### config.mk
export PLATFORM = sky130hd
export DESIGN_NAME = branch_target_predictor_flat
export DESIGN_NICKNAME = d
export VERILOG_FILES = /design/src/rtl/branch_target_predictor_pkg.sv /design/src/rtl/branch_target_predictor_if.sv /design/src/rtl/branch_target_predictor.sv /design/src/flat_wrapper.sv
export SDC_FILE = /design/constraint.sdc
export NUM_CORES = 2
export LEC_CHECK = 0
export CAP_MARGIN = 15
export CELL_PAD_IN_SITES_DETAIL_PLACEMENT = 0
export CELL_PAD_IN_SITES_GLOBAL_PLACEMENT = 1
export CORE_UTILIZATION = 45
export CTS_CLUSTER_SIZE = 12
export DETAILED_ROUTE_END_ITERATION = 10
export GPL_ROUTABILITY_DRIVEN = 1
export PLACE_DENSITY = 0.76
export SLEW_MARGIN = 30
export SYNTH_ARGS = -nofsm -noshare
export SYNTH_HDL_FRONTEND = slang
export SYNTH_SLANG_ARGS = --single-unit
### constraint.sdc
create_clock -name clk -period 7.9 [get_ports clk]
set_input_delay 2.37 -clock clk [delete_from_list [all_inputs] [get_ports clk]]
set_output_delay 2.37 -clock clk [all_outputs]
set_load 0.05 [all_outputs]
### src/rtl/branch_target_predictor_pkg.sv
// Shared CPU types: 15-bit word-address program counter and its sequential successor.
package branch_target_predictor_pkg;

    localparam int unsigned PC_W = 15;

    typedef logic [PC_W-1:0] pc_t;

    // Fall-through PC; 0x7FFF wraps to 0x0000 through the natural 15-bit overflow.
    function automatic pc_t pc_next(input pc_t pc);
        return pc + pc_t'(1);
    endfunction

endpackage

### src/rtl/branch_target_predictor_if.sv
// Lookup (fetch) and update (execute flush) signals of the branch-target predictor.
interface branch_target_predictor_if;
    import branch_target_predictor_pkg::*;

    pc_t  raddr0;
    pc_t  rdata0;
    logic wen;
    pc_t  waddr;
    pc_t  wdata;

    modport master (
        output raddr0,
        input  rdata0,
        output wen,
        output waddr,
        output wdata
    );

    modport slave (
        input  raddr0,
        output rdata0,
        input  wen,
        input  waddr,
        input  wdata
    );

endinterface

### src/rtl/branch_target_predictor.sv
// Direct-mapped tagged next-PC table with combinational lookup and write-through bypass.
module branch_target_predictor
    import branch_target_predictor_pkg::*;
#(
    parameter int unsigned INDEX_BITS = 6
) (
    input  logic                        clk,
    input  logic                        reset,
    branch_target_predictor_if.slave    bus
);

    localparam int unsigned TAG_BITS = PC_W - INDEX_BITS;
    localparam int unsigned ENTRIES  = 1 << INDEX_BITS;

    logic [ENTRIES-1:0]  r_valid;
    logic [TAG_BITS-1:0] r_tag    [ENTRIES];
    pc_t                 r_target [ENTRIES];

    logic [INDEX_BITS-1:0] w_rindex;
    logic [INDEX_BITS-1:0] w_windex;
    logic [TAG_BITS-1:0]   w_rtag;
    logic [TAG_BITS-1:0]   w_wtag;
    logic                  w_hit;
    logic                  w_bypass;
    pc_t                   w_rdata;

    assign w_rindex = bus.raddr0[INDEX_BITS-1:0];
    assign w_rtag   = bus.raddr0[PC_W-1:INDEX_BITS];
    assign w_windex = bus.waddr[INDEX_BITS-1:0];
    assign w_wtag   = bus.waddr[PC_W-1:INDEX_BITS];

    always_ff @(posedge clk) begin
        if (reset) begin
            r_valid <= '0;
        end else if (bus.wen) begin
            r_valid[w_windex] <= 1'b1;
        end
    end

    // Tag/target need no reset: they are only observed through a set valid bit.
    always_ff @(posedge clk) begin
        if (!reset && bus.wen) begin
            r_tag[w_windex]    <= w_wtag;
            r_target[w_windex] <= bus.wdata;
        end
    end

    assign w_hit    = r_valid[w_rindex] && (r_tag[w_rindex] == w_rtag);
    // Full-address match only; an index alias must not see the in-flight write.
    assign w_bypass = bus.wen && (bus.raddr0 == bus.waddr);

    always_comb begin
        w_rdata = pc_next(bus.raddr0);
        if (!reset) begin
            if (w_bypass) begin
                w_rdata = bus.wdata;
            end else if (w_hit) begin
                w_rdata = r_target[w_rindex];
            end
        end
    end

    assign bus.rdata0 = w_rdata;

endmodule

### src/flat_wrapper.sv
// flat-port wrapper written by rule: the top's interface ports become plain ports
module branch_target_predictor_flat import branch_target_predictor_pkg::*;
#(
    parameter int unsigned INDEX_BITS = 6
)
  (clk, reset, bus_raddr0, bus_rdata0, bus_wen, bus_waddr, bus_wdata);
  branch_target_predictor_if bus_i ();
  input  logic clk;
  input  logic reset;
  input wire logic [$bits(bus_i.raddr0)-1:0] bus_raddr0;
  output wire logic [$bits(bus_i.rdata0)-1:0] bus_rdata0;
  input wire logic [$bits(bus_i.wen)-1:0] bus_wen;
  input wire logic [$bits(bus_i.waddr)-1:0] bus_waddr;
  input wire logic [$bits(bus_i.wdata)-1:0] bus_wdata;
  assign bus_i.raddr0 = bus_raddr0;
  assign bus_rdata0 = bus_i.rdata0;
  assign bus_i.wen = bus_wen;
  assign bus_i.waddr = bus_waddr;
  assign bus_i.wdata = bus_wdata;
  branch_target_predictor #(.INDEX_BITS(INDEX_BITS)) u_core (.clk(clk), .reset(reset), .bus(bus_i));
endmodule
Word level (Yosys, flattened, before mapping)
Memory sizes are Yosys's and may differ from the RTL's.
Cells that the tools add are included.
{"block": "totals", "register_bits": 64, "in_bits": 48, "wordCells": 24, "output_inout_bits": 15, "mem_bits_rw": 1536, "memories": 2}
{"block": "classes", "n_eq_ne": 2, "bitwise": 1, "n_addsub": 1, "mux": 9, "reduce_logical": 5, "magnitude_cmp": 3}
{"memory": "u_core.r_target", "depth": 64, "word_bits": 15, "read_ports": 1, "rd_ports_with_merged_regs": 0, "wr": 1, "line": "branch_target_predictor.sv:17", "rtl": "pc_t r_target [ENTRIES];"}
{"memory": "u_core.r_tag", "depth": 64, "word_bits": 9, "read_ports": 1, "rd_ports_with_merged_regs": 0, "wr": 1, "line": "branch_target_predictor.sv:16", "rtl": "logic [TAG_BITS-1:0] r_tag [ENTRIES];"}
{"cell": "OR 64 bit", "count": 1}
{"cell": "two-way mux 15 bit", "count": 3}
{"cell": "adder 15 x 1 -> 15 bit, second input constant", "count": 1}
{"cell": "== test 15 bit", "count": 1}
{"cell": "less-than comparator 6 x 7 -> 1 bit, second input constant", "count": 2}
{"cell": "== test 9 bit", "count": 1}
{"cell": "binary-select mux 1 bit (select 6 bit)", "count": 1}
{"cell": "demux 1 bit (select 6 bit)", "count": 1}
{"cell": ">= comparator 6 x 1 -> 1 bit, second input constant", "count": 1}
{"cell": "logical AND 1 bit", "count": 4}
{"cell": "two-way mux 1 bit", "count": 4}
{"cell": "zero test 1 bit", "count": 1}

Longest topological paths before layout
{"block": "depth", "word_depth": 6, "mapped_depth": 17, "depth_no_buf": 10}

Worst setup path before layout
No wires, ideal clock.
{"block": "synth_timing", "kind": "input -> output", "startpoint": "input port bus_raddr0[0]", "endpoint": "output port bus_rdata0[0]", "arrival_time_ns": 5.842, "setup_slack_ns": -0.312, "n_path_buf": 5, "path_stages": 15, "required_ns": 5.530, "path_cell_list": "buf_6 buf_6 buf_6 buf_4 buf_2 mux2i_1 nand2_1 nand3_1 nand4_1 xnor2_1 nand3_1 a211oi_1 nand4_2 mux2i_1 a211oi_1"}
{"block": "synth_via", "elab_chain_len": 6, "elab_cells_between_ends": 12, "cone_classes": "add/sub (1); eq/ne (2); mux (5); reduce/logical (2); memory (2)"}
{"element": "start, declared", "line": "flat_wrapper.sv:10", "rtl": "input wire logic [$bits(bus_i.raddr0)-1:0] bus_raddr0;"}
{"element": "memory (64 x 9 bit) / binary-select mux 1 bit (select 6 bit) (equally long branches)"}
{"element": "== test 9 bit / two-way mux 1 bit (equally long branches)", "line": "branch_target_predictor.sv:48", "rtl": "assign w_hit = r_valid[w_rindex] && (r_tag[w_rindex] == w_rtag);"}
{"element": "logical AND 1 bit", "line": "branch_target_predictor.sv:48"}
{"element": "two-way mux 15 bit", "line": "branch_target_predictor.sv:57", "rtl": "end else if (w_hit) begin"}
{"element": "two-way mux 15 bit", "line": "branch_target_predictor.sv:55", "rtl": "if (w_bypass) begin"}
{"element": "two-way mux 15 bit *", "line": "branch_target_predictor.sv:54", "rtl": "if (!reset) begin"}
{"element": "end, declared", "line": "flat_wrapper.sv:11", "rtl": "output wire logic [$bits(bus_i.rdata0)-1:0] bus_rdata0;"}
Every way passes the cells marked *; elsewhere a longest branch is shown, timed or not. The select of a mux whose other input is x is not followed.

Final worst setup path
{"block": "layout_timing", "startpoint": "input port bus_raddr0[0]", "endpoint": "output port bus_rdata0[8]"}
The elaborated chain is that of the path after synthesis.

==> reports/metrics.yaml <==
routing:
  detailedRoute.firstIterationViolations: 4349
  avgRoutedWirePerCell_um: 33.9
  num_vias: 32368
  dr.pass1.iters: 5
  vias_per_cell: 6.34
  drc: 0
  drtAntennaViolNets: 0
  drt_wl_total_um: 173000
yosys:
  yosysWarningCount: 0
  yosys-top-cells-area: "edfxtp_1 (74%), mux4_2 (15%), mux2i_1 (2.2%)"
  post_synth_inst_count: 2812
  synth_area_mm2: 0.0624
  synth_largest_type_area_fraction: 0.740
  synth_seq_cells: 1600
  postSynthNetCount: 2861
  synth.avg_cell_area_um2: 22.2
  synth_largest_area_cell: "edfxtp_1"
  synth-edff-count: 1536
  ffs_w_async_s_r_synth: 0
  synthDistinctLibCells: 61
  share_of_the_yosys_chip_area_belonging_to_registers: 0.760
  synth_ff_type: "edfxtp_1"
global_route:
  global_route_wire_length_before_repair_um: 244000
  vias_in_the_first_global_route: 32527
  globalRouteMet2Util: 0.385
  globalRouteTotalUtil: 0.249
  grtUsageMet3: 0.0463
  grt_max_degree: 66
  antenna_found_initial: 13
  grt_util_met1: 0.351
  top_usage_layer: "met2"
  grt_overflow_total: 0
timing:
  setup_repair_after_global_routing_missed_its_margin: "true"
  fin_worst_skew_ns: 0
  finalSetupViolCount: 15
  timing_worst_slew_pin_value_ns: 1.04
  fmaxAchievable_ghz: 0.124
  timing.final.hold_violations: 0
  post-route-min-period_ns: 8.08
  slew_hr: 0.304
  setup_total_negative_slack_ns: -1.98
  timing_max_transition_violations_final: 0
  final.setup.worst_slack_ns: -0.178
  layout_worst_path_cycle_share: 1.02
  holdWs_ns: 0.446
worst_setup_path:
  timing.critical_path.to_type: "output pin"
  crit-reg2reg-launch: "u_core.r_valid[4]$_SDFFE_PP0P_"
  crit_type: "primary input to output pin"
  worstPathRequired_ns: 5.53
  critical_path.reg2reg.endpoint: "u_core.r_valid[4]$_SDFFE_PP0P_"
  cp_data_arrival_time_ns: 5.71
  worst_setup_path_startpoint: "bus_raddr0[0]"
  r2r_cells: 1
  timing.critical_path.from_type: "primary input"
  rrSetupSlack_ns: 7.31
  timing.critical_path.fanout_max: 14
clocking:
  cts_hold_buffers: 0
  cts.root.buffer_cell: "clkbuf_16"
  clkSinkCount: 1600
  cts_buffer_depth: 3
  worst_skew_pair.late_latency_ns: 0.76
  cts_tree: "yes"
  tritoncts.num_buffers: 160
  cts.reportedPaths.clkPinSlew_ns: 0.05
  cts-htree-levels: 4
hold_path:
  cell_depth_of_the_worst_min_delay_path: 1
  timing.hold.worst_endpoint: "u_core.r_valid[17]$_SDFFE_PP0P_"
  hp-start: "u_core.r_valid[17]$_SDFFE_PP0P_"
  hold_path_class: "register to register"
final_layout:
  fillCellCount: 10163
  post_route_cell_area_mm2: 0.0735
  final_layout_size_suffix_gt1_frac: 0.339
  layout_common_cells: "edfxtp_1 (1536), mux4_2 (409), buf_4 (246)"
  design.final.nets: 3255
  layout.cells.most_common: "edfxtp_1"
  layout_stage_area_growth_over_the_synthesis_result_pct: 17.9
  finished_core_util: 0.535
  post_layout_nonfiller_instances: 5102
floorplanning:
  io-pin-count: 63
  fp.coreArea_mm2: 0.137
  start_util: 0.454
  design.die.area_mm2: 0.140
  rows: 136
  fp.dieW_um: 374
  die_height_um: 374
placed_design:
  placed_cells: 4811
  gpl.final_weighted_congestion: 0.857
  dp_hpwl_um: 103000
  post_dp_cell_area_mm2: 0.0677
  port_buffers: 62
pwr:
  total_leakage_power_nw: 24.1
  vdd_ir_drop_max_uv: 195
  power_density_mw_per_mm2: 237
run:
  cap_violations: 0
status:
  failed_checks: "negative setup slack"
  run_status: "complete, but fails checks"
-- sequential cells by signal, indices dropped and copies added, names as in the netlist --
name,cells
u_core.r_valid,64
u_core.r_target,960
u_core.r_tag,576
-- per-layer routing --
metal / vias to the layer above / wire length, um / share of wire
met5: - / 27 / 0.00016
met4: 4 / 6380 / 0.037
met3: 355 / 17200 / 0.10
met2: 2074 / 81500 / 0.47
met1: 17279 / 68000 / 0.39
li1: 12656 / - / -
-- critical path, cell delays in order --
cell and delay (ns):
buf_16 0.10, buf_16 0.17, buf_16 0.16, buf_12 0.14
mux4_2 0.50, mux4_2 0.49, mux2i_2 0.22, xnor2_1 0.11
a21oi_2 0.24, nand4_4 0.22, a21o_1 0.24, buf_12 0.16
a22oi_2 0.37, buf_12 0.19
-- layout make-up --
cell class | count | area [um2] | area share
Tap cell | 1794 | 2240 | 0.0305
Multi-Input combinational cell | 1043 | 14800 | 0.202
Clock buffer | 219 | 4360 | 0.0593
Inverter | 7 | 31.3 | 0.000425
Sequential cell | 1600 | 47400 | 0.645
Timing Repair Buffer | 394 | 4340 | 0.0590
Clock inverter | 39 | 314 | 0.00427
Antenna cell | 6 | 15.0 | 0.000204
-- worst max-delay path by stage --
stage                          endpoint  slack [ns]  depth (start not counted)
after global placement    bus_rdata0[5]       -0.71                         16
after global routing      bus_rdata0[0]       -0.22                         14
after floorplan           bus_rdata0[2]       -0.07                         15
final                     bus_rdata0[8]       -0.18                         14
after CTS                 bus_rdata0[0]       -0.14                         16
after detailed placement  bus_rdata0[3]       -0.73                         16
-- cell usage after synthesis, types with 6 or more instances --
cell type and number:
nand2_1 48, xor2_1 7, dfxtp_1 64, edfxtp_1 1536
mux4_2 407, buf_4 21, a221oi_1 14, a21oi_1 26
buf_6 29, o221ai_1 12, nand4_1 14, o21ai_0 12
clkbuf_1 56, xnor2_1 33, nor2_1 84, a22oi_2 8
or2b_1 10, mux4_1 9, a21o_1 65, nor3_1 10
buf_2 36, o22ai_1 10, nand3_1 19, nand2b_1 7
o31ai_1 14, nand3b_1 7, buf_1 6, a211oi_1 8
a22oi_1 43, mux2i_1 134
-- stage by stage --
stage / total power, mW / setup WS [ns]
2_1_floorplan: 10.0 / -0.0743
3_3_place_gp: 10.5 / -0.709
3_5_place_dp: 10.5 / -0.727
4_1_cts: 17.4 / -0.136
5_1_grt: 17.8 / -0.222
6_report: 17.4 / -0.178
-- logic make-up after synthesis --
group                    count (synthesis)  share of synthesized area
flip-flops                            1600                      0.760
multiplexers                           550                      0.172
AO/OA/AOI/OAI                          227                     0.0270
AND/OR/NAND/NOR                        225                     0.0173
buffers and inverters                  169                     0.0174
XOR/XNOR                                40                    0.00562
adder cells (fa/ha/maj)                  1                   0.000201
-- power breakdown --
| part | switching (mW) | total (mW) | internal (mW) |
|---|---|---|---|
| clock network | 3.06 | 6.96 | 3.90 |
| registers | 0.00904 | 9.33 | 9.32 |
| logic | 0.644 | 1.12 | 0.473 |
-- repair_timing --
action                     in CTS  in global routing
resized for setup             102                 35
cloned                         10                  1
setup endpoints to repair      15                 15
pin swaps                      28                 24
setup buffers                  14                 11
hold endpoints to repair        0                  0
Power figures use the tool's default switching activity.
